`config.mk`:
```
export PLATFORM = sky130hd
export DESIGN_NAME = spmv_row_len_gen
export DESIGN_NICKNAME = d
export VERILOG_FILES = /design/src/rtl/spmv_row_len_gen.sv
export SDC_FILE = /design/constraint.sdc
export NUM_CORES = 1
export LEC_CHECK = 0
export BUFFER_PORTS_ARGS = -buffer_cell sky130_fd_sc_hd__buf_2
export CAP_MARGIN = 40
export CORE_ASPECT_RATIO = 0.8
export CORE_UTILIZATION = 50
export DETAILED_ROUTE_END_ITERATION = 16
export GPL_TIMING_DRIVEN = 0
export PLACE_DENSITY_LB_ADDON = 0.1
export SLEW_MARGIN = 20
export SYNTH_ARGS = -nofsm -noshare
export SYNTH_HDL_FRONTEND = slang
export SYNTH_SLANG_ARGS = --single-unit
```
`constraint.sdc`:
```
create_clock -name clk -period 4.97 [get_ports clk]
set_input_delay 0 -clock clk [delete_from_list [all_inputs] [get_ports clk]]
set_output_delay 0 -clock clk [all_outputs]
set_load 0.02 [all_outputs]
```
`src/rtl/spmv_row_len_gen.sv`:
```
// spmv_row_len_gen: turns a CSR row-pointer stream into per-row nonzero counts
//   clk/rst            : rising-edge clock, async active-high reset
//   start/num_rows     : job start pulse and row count (sampled on an accepted start)
//   busy/done          : busy covers the whole job up to and including the done cycle
//   err_nonmono        : sticky, a pointer went backwards during the job
//   zero_rows          : zero-length rows emitted in the current or last job (saturating)
//   S_AXIS_PTR_*       : row pointers in, num_rows+1 per job
//   M_AXIS_TIMES_*     : row lengths out, one per row
module spmv_row_len_gen #(
  parameter int PTR_W = 32
) (
  input  logic             clk,
  input  logic             rst,
  input  logic             start,
  input  logic [PTR_W-1:0] num_rows,
  output logic             busy,
  output logic             done,
  output logic             err_nonmono,
  output logic [PTR_W-1:0] zero_rows,
  input  logic [PTR_W-1:0] S_AXIS_PTR_tdata,
  input  logic             S_AXIS_PTR_tvalid,
  output logic             S_AXIS_PTR_tready,
  output logic [PTR_W-1:0] M_AXIS_TIMES_tdata,
  output logic             M_AXIS_TIMES_tvalid,
  input  logic             M_AXIS_TIMES_tready
);
  typedef enum logic [1:0] {IDLE, BASE, RUN, DONE} state_t;
  state_t r_state, w_next;
  logic [PTR_W-1:0] r_rows, r_cnt, r_prev, r_tdata, r_zero;
  logic r_tvalid, r_err;
  logic w_acc, w_hs, w_lt;
  logic [PTR_W-1:0] w_len;
  assign w_acc = S_AXIS_PTR_tvalid & S_AXIS_PTR_tready;
  assign w_hs = r_tvalid & M_AXIS_TIMES_tready;
  assign w_lt = S_AXIS_PTR_tdata < r_prev;
  // a backwards pointer yields a zero length rather than a wrapped difference
  assign w_len = w_lt ? '0 : S_AXIS_PTR_tdata - r_prev;
  assign M_AXIS_TIMES_tdata = r_tdata;
  assign M_AXIS_TIMES_tvalid = r_tvalid;
  assign err_nonmono = r_err;
  assign zero_rows = r_zero;
  always_ff @(posedge clk or posedge rst)
    if (rst) r_state <= IDLE;
    else r_state <= w_next;
  always_comb begin
    w_next = r_state;
    S_AXIS_PTR_tready = 1'b0;
    busy = r_state != IDLE;
    done = r_state == DONE;
    case (r_state)
      IDLE: if (start) w_next = (num_rows == '0) ? DONE : BASE;
      BASE: begin
        S_AXIS_PTR_tready = 1'b1;
        if (S_AXIS_PTR_tvalid) w_next = RUN;
      end
      RUN: begin
        S_AXIS_PTR_tready = (r_cnt != r_rows) & (~r_tvalid | M_AXIS_TIMES_tready);
        // output register holds one beat, so a handshake once all rows are loaded is the last one
        if (w_hs && r_cnt == r_rows) w_next = DONE;
      end
      default: w_next = IDLE;
    endcase
  end
  always_ff @(posedge clk or posedge rst)
    if (rst) begin
      r_rows <= '0;
      r_cnt <= '0;
      r_prev <= '0;
      r_tdata <= '0;
      r_tvalid <= 1'b0;
      r_zero <= '0;
      r_err <= 1'b0;
    end else begin
      // job statistics restart on any accepted start, including an empty job
      if (r_state == IDLE && start) begin
        r_rows <= num_rows;
        r_zero <= '0;
        r_err <= 1'b0;
      end
      if (r_state == BASE && w_acc) begin
        r_prev <= S_AXIS_PTR_tdata;
        r_cnt <= '0;
      end
      if (r_state == RUN && w_acc) begin
        r_prev <= S_AXIS_PTR_tdata;
        r_cnt <= r_cnt + 1'b1;
        r_tdata <= w_len;
        r_tvalid <= 1'b1;
        if (w_len == '0 && ~&r_zero) r_zero <= r_zero + 1'b1;
        if (w_lt) r_err <= 1'b1;
      end else if (w_hs) r_tvalid <= 1'b0;
    end
endmodule
```
==> results of run 1 <==
logic make-up after synthesis:
kind of cell	share of synthesized area, %
fa+ha+maj	5.17
compound gates	16.9
xor+xnor	5.97
simple gates	19.0
buf+inv	3.83
mux	7.42
flops	41.7
per-layer routing:
| layer | GRT usage, % | vias up | part of all wire (%) |
|---|---|---|---|
| met5 | 0 | - | 0 |
| met4 | 7.94 | 0 | 1.7 |
| met3 | 4.25 | 42 | 5.3 |
| met2 | 43.3 | 277 | 45 |
| met1 | 40.3 | 4336 | 48 |
| li1 | - | 4286 | - |
worst max-delay path, cell delays in order (launching register included):
cell	delay, ns
dfrtp_1	0.40
ha_1	0.20
fa_1	0.41
nand2b_1	0.23
a211oi_4	0.33
o21ai_1	0.18
nor2b_1	0.17
xnor2_1	0.15
or4_1	0.54
nor4_4	0.36
nand4_1	0.19
or4_1	0.49
clkbuf_1	0.18
clkbuf_1	0.26
nand3_1	0.27
o221ai_1	0.14
stage by stage:
stage	hold WS, ns	setup slack [ns]	std cells
floorplan	0.151	0.537	1061
global placement	0.249	-1.53	1456
detailed placement	0.0693	0.0507	1459
CTS	0.0202	0.0152	1557
global route	0.0965	0.00437	1557
finish	0.0339	0.333	1557
path summary, 6_finish.rpt:
kind | from | end | slack, ns | depth (start not counted)
setup / recovery | r_prev[0] | zero_rows[4] | 0.33 | 15
hold / removal | start | r_state[0] | 0.03 | 4
setup reg to reg | r_prev[0] | zero_rows[4] | 0.33 | 15
hold reg to reg | M_AXIS_TIMES_tdata[1] | M_AXIS_TIMES_tdata[1] | 0.48 | 2
max in group asynchronous | rst | r_prev[3] | 3.94 | 4
min in group asynchronous | rst | zero_rows[21] | 0.14 | 3
state kept, by name (all words and copies together), names as in the netlist:
register and count:
r_prev 32, zero_rows 32, r_rows 32, M_AXIS_TIMES_tdata 32, r_state 2, r_cnt 32, M_AXIS_TIMES_tvalid 1, err_nonmono 1
cells in the final DEF, fill, tap and decap left out, drive strengths merged, types with 25 or more instances in the layout:
| cell type | n |
|---|---|
| ha | 39 |
| mux2 | 63 |
| dlygate4sd3 | 66 |
| inv | 55 |
| xnor2 | 46 |
| nand4 | 38 |
| a21oi | 35 |
| nor2 | 43 |
| nand3 | 51 |
| buf | 151 |
| o21ai | 76 |
| nand2 | 141 |
| dfrtp | 164 |
| clkbuf | 50 |
| o31ai | 27 |
| a22oi | 25 |
repair_timing:
item	in CTS	in global routing
hold endpoints to repair	125	0
resized for setup	0	4
setup buffers	0	0
hold buffers	66	0
setup endpoints to repair	0	32
power groups by stage:
| stage | combinational (W) | sequential [W] | clock (W) |
|---|---|---|---|
| finish | 0.00316 | 0.00201 | 0.00140 |
| global route | 0.00347 | 0.00206 | 0.00147 |
| CTS | 0.00310 | 0.00201 | 0.00142 |
| detailed placement | 0.00304 | 0.00203 | 0 |
| global placement | 0.00298 | 0.00202 | 0 |
| floorplan | 0.00213 | 0.00208 | 0 |
final cells by class:
class,instances,area share (%)
tap,258,2.65
sequential,164,33.7
clock inverter,14,1.46
clock buffer,18,3.60
timing repair buffer,206,11.4
multi-input combinational,801,44.1
inverter,52,1.66
buffer,44,1.49
==> results_dict.tcl, run 1 <==
set metrics [dict create \
    fillers 1654 \
    fin_tns_setup_ns 0 \
    grt_pass1_wl_mm 44.4 \
    slew_viol_final 0 \
    startpoint_type "flip-flop" \
    internal_power_w 0.00379 \
    min_path_type "in2reg" \
    postSynthCellCount 1061 \
    synth_cell_types 61 \
    crit_type "reg2reg" \
    initial_core_util_pct 51.5 \
    cts_tree "done" \
    overflow 0 \
    setup_violations 0 \
    syn2layout_area_growth_pct 24.1 \
    antenna_found_initial 0 \
    grt_start_max_net_pins 105 \
    synth_area_sq_mm 0.00983 \
    placed_area_sq_mm 0.0109 \
    vias 8941 \
    rows 45 \
    dr.pass1.iters 5 \
    yosys_warnings 0 \
    worstPathArrival_ns 4.94 \
    pin_count 138 \
    cts.sinks 164 \
    p_total_w 0.00657 \
    max_freq_mhz 216 \
    p_comb_share_pct 48.1 \
    relSlewSlack_pct 36.2 \
    multi_input_area_sq_mm 0.00538 \
    core_sq_mm 0.0191 \
    synth_edf_count 0 \
    cp_max_fo 10 \
    peakVddDrop_mv 0.333 \
    p_leak_nw 5.37 \
    n_antenna_cell 0 \
    synth_top_cell_area_share_pct 41.7 \
    die_w_um 159 \
    synth_common_cells "dfrtp_1 (164), nand2_1 (141), o21ai_0 (75)" \
    via_per_inst 5.74 \
    yosysTopAreaCell "dfrtp_1" \
    syn-num-nets 1170 \
    cts_root_buffer "clkbuf_16" \
    swShare_pct 42.3 \
    p_seq_share_pct 30.6 \
    fin_area_sq_mm 0.0122 \
    grt_setup_unrepaired "false" \
    ys_seq_area_share_pct 41.7 \
    finalCritPeriodShare_pct 93.3 \
    utilization_pct 63.9 \
    yosys-top-cells-area "dfrtp_1 (42%), mux2_2 (7.2%), nand2_1 (5.4%)" \
    clockBufferDepth 2 \
    yosysMostFrequentCell "dfrtp_1" \
    seq_area_sq_mm 0.00410 \
    p_switching_w 0.00278 \
    grt_pass1_vias 8489 \
    postRouteAntennaNets 0 \
    ys_seq_elements 164 \
    cp-end-kind "flip-flop" \
    drv_cap 0 \
    fin_nets 1395 \
    outcome "completed" \
    async_flop_share_pct 100 \
    worstPathRequired_ns 5.28 \
    ys.flop_type "dfrtp_1" \
    worstMarginPinSlew_ns 0.957 \
    p_clk_share_pct 21.3 \
    cts_inserted_buffers 17 \
    clock_skew_ns 0.0122 \
    die_h_um 127 \
    drc_errors 0 \
    cts_max_level 4 \
    fp.dieArea_sq_mm 0.0202 \
    clk-insertion-delay-late_ns 0.44 \
    hpwl_mm 19.9 \
    syn_area_per_cell_sq_um 9.27 \
    layout-drive-gt1-share_pct 21.5 \
    hold_violations 0 \
    power.density_mw_per_mm2 539 \
    cts.clk_slew.worst_paths_ns 0.07 \
    drt-total-wl_mm 27.4 \
    place.gp.congestion 0.894 \
    io_buffer_count 137 \
    final.min_clock_period_ns 4.64 \
    track_usage_pct 27.9 \
    wl_per_cell_um 17.6 \
    drt-initial-drc-count 691 \
]
Note: power is estimated with default switching activity, not from simulation.
==> run 2: changes to the inputs <==
--- a/config.mk
+++ b/config.mk
@@ -5,11 +5,11 @@
 export SDC_FILE = /design/constraint.sdc
 export NUM_CORES = 1
 export LEC_CHECK = 0
-export BUFFER_PORTS_ARGS = -buffer_cell sky130_fd_sc_hd__buf_2
 export CAP_MARGIN = 40
 export CORE_ASPECT_RATIO = 0.8
 export CORE_UTILIZATION = 50
 export DETAILED_ROUTE_END_ITERATION = 16
+export DONT_BUFFER_PORTS = 1
 export GPL_TIMING_DRIVEN = 0
 export PLACE_DENSITY_LB_ADDON = 0.1
 export SLEW_MARGIN = 20
==> results_dict.tcl, run 2 (synthesis gave the netlist of run 1 again) <==
set metrics [dict create \
    met2_usage_pct 41.7 \
    cp-end-kind "flip-flop" \
    crit_chain "ha_1 > fa_1 > nand2b_1 > a211oi_4 > o21ai_1 > nor2b_1 > xnor2_1 > or4_1 > nor4_2 > nand4_1 > or4_1 > clkbuf_1 > clkbuf_1 > nand3_1 > o221ai_1" \
    cts.sinks 164 \
    grt_start_max_net_pins 102 \
    syn2layout_area_growth_pct 17.1 \
    power.density_mw_per_mm2 558 \
    finalCritPeriodShare_pct 94.9 \
    hpwl_mm 19.2 \
    swShare_pct 43.0 \
    p_seq_share_pct 33.7 \
    dp_slack_ns -0.0193 \
    startpoint_type "flip-flop" \
    cp_max_fo 10 \
    rows 45 \
    worstPathRequired_ns 5.27 \
    min_path_cells 3 \
    top_usage_layer "met2" \
    peakVddDrop_mv 0.287 \
    clockBufferDepth 2 \
    worstPathArrival_ns 5.02 \
    fin_nets 1261 \
    pin_count 138 \
    max_freq_mhz 212 \
    die_h_um 127 \
    hp-start "S_AXIS_PTR_tdata[4]" \
    crit_type "reg2reg" \
    hold_end "M_AXIS_TIMES_tdata[4]" \
    layout_setup_ws_ns 0.252 \
    slew_viol_final 0 \
    use_met1_pct 38.6 \
    dr.pass1.iters 5 \
    fin_area_sq_mm 0.0115 \
    grt_pass1_wl_mm 43.6 \
    ff2ff_path_depth 15 \
    place.gp.congestion 0.890 \
    p_switching_w 0.00276 \
    cts_setup_buffers 0 \
    clk-insertion-delay-late_ns 0.44 \
    wl_per_cell_um 18.7 \
    cts_inserted_buffers 17 \
    r2r_setup_slack_ns 0.25 \
    final_common_cell "dfrtp_1" \
    setup_violations 0 \
    relSlewSlack_pct 32.2 \
    core_sq_mm 0.0191 \
    p_total_w 0.00642 \
    postRouteAntennaNets 0 \
    worstMarginPinSlew_ns 1.02 \
    fp.dieArea_sq_mm 0.0202 \
    cpPeakStageDelay_ns 0.52 \
    die_w_um 159 \
    drt-initial-drc-count 739 \
    layout-drive-gt1-share_pct 12.2 \
    reg2reg_to "zero_rows[4]" \
    outcome "completed" \
    initial_core_util_pct 51.5 \
    cts.clk_slew.worst_paths_ns 0.06 \
    placed_area_sq_mm 0.0102 \
    clock_skew_ns 0.0147 \
    rr_startpoint "r_prev[0]" \
    drv_cap 0 \
    grtUsageMet3_pct 7.11 \
    grt_pass1_vias 8237 \
    via_per_inst 5.89 \
    p_leak_nw 4.75 \
    final.min_clock_period_ns 4.72 \
    overflow 0 \
    layout_common_cells "dfrtp_1 (164), nand2_1 (141), o21ai_0 (75), dlygate4sd3_1 (69), mux2_2 (63)" \
    vias 8388 \
    crit_slowest_cell "or4_1" \
    internal_power_w 0.00366 \
    drc_errors 0 \
    cts_max_level 4 \
    hold_slack_ns 0.0492 \
    utilization_pct 60.3 \
    io_buffer_count 0 \
    drt-total-wl_mm 26.6 \
    track_usage_pct 27.3 \
    cts_tree "done" \
    min_path_type "in2reg" \
    hold_violations 0 \
    p_comb_share_pct 44.7 \
    p_clk_share_pct 21.7 \
    grt_setup_unrepaired "false" \
    cts_root_buffer "clkbuf_16" \
    antenna_found_initial 1 \
]
==> run 2: cell count changes in the layout (fill, tap and decap cells not counted), sizes merged <==
cell / before / now
buf: 151 / 15
clkdlybuf4s15: 1 / 0
clkinv: 5 / 1
inv: 55 / 62
bufinv: 3 / 2
clkbuf: 50 / 49
diode: 0 / 1
clkinvlp: 3 / 2
dlygate4sd3: 66 / 69
==> run 2: through the flow <==
stage | TNS, ns | cells
after floorplan | 0 | 1061
after global placement | -247.57 | 1319
after detailed placement | -0.0193 | 1322
after CTS | 0 | 1423
after global routing | 0 | 1423
final | 0 | 1424
==> run 2: area by class of cell <==
cell class | instances | area, sq um
fill | 1683 | 7570
buffer | 44 | 181
sequential | 164 | 4100
antenna | 1 | 2.50
clock buffer | 17 | 425
tap | 258 | 323
inverter | 52 | 203
multi-input combinational | 801 | 5370
timing repair buffer | 72 | 728
clock inverter | 15 | 179
==> run 2: worst max path at each step <==
stage	startpoint	end	depth (start not counted)
6_report	r_prev[0]	zero_rows[4]	15
5_1_grt	r_prev[0]	zero_rows[4]	15
4_1_cts	r_prev[0]	zero_rows[4]	15
3_5_place_dp	r_prev[0]	zero_rows[4]	15
3_3_place_gp	rst	M_AXIS_TIMES_tdata[9]	1
2_1_floorplan	rst	M_AXIS_TIMES_tdata[0]	1
==> run 2: power groups by stage <==
stage / Combinational, W / Clock (W) / Sequential, W
after CTS: 0.00282 / 0.00141 / 0.00217
final: 0.00287 / 0.00139 / 0.00216
after global placement: 0.00270 / 0 / 0.00217
after global routing: 0.00319 / 0.00147 / 0.00221
after detailed placement: 0.00273 / 0 / 0.00219
after floorplan: 0.00213 / 0 / 0.00208
==> run 2: metal layers <==
| metal | vias up | share of wire, % |
|---|---|---|
| met5 | - | 0 |
| met4 | 0 | 1.1 |
| met3 | 23 | 6.3 |
| met2 | 240 | 44 |
| met1 | 4087 | 48 |
| li1 | 4038 | - |
==> run 2: what timing repair did <==
item / in CTS / in global routing
hold endpoints to repair: 228 / 0
hold buffers: 69 / 0
gates resized for setup: 1 / 2
setup endpoints to repair: 5 / 30
==> run 2: worst max-delay path: cells and delay by family (launching register included) <==
family                   cells  cell delay (ns)
AND/OR/NAND/NOR              7             2.31
adder cells (fa/ha/maj)      2             0.61
buffers and inverters        2             0.47
flip-flops                   1             0.40
XOR/XNOR                     1             0.16
AO/OA/AOI/OAI                3             0.65
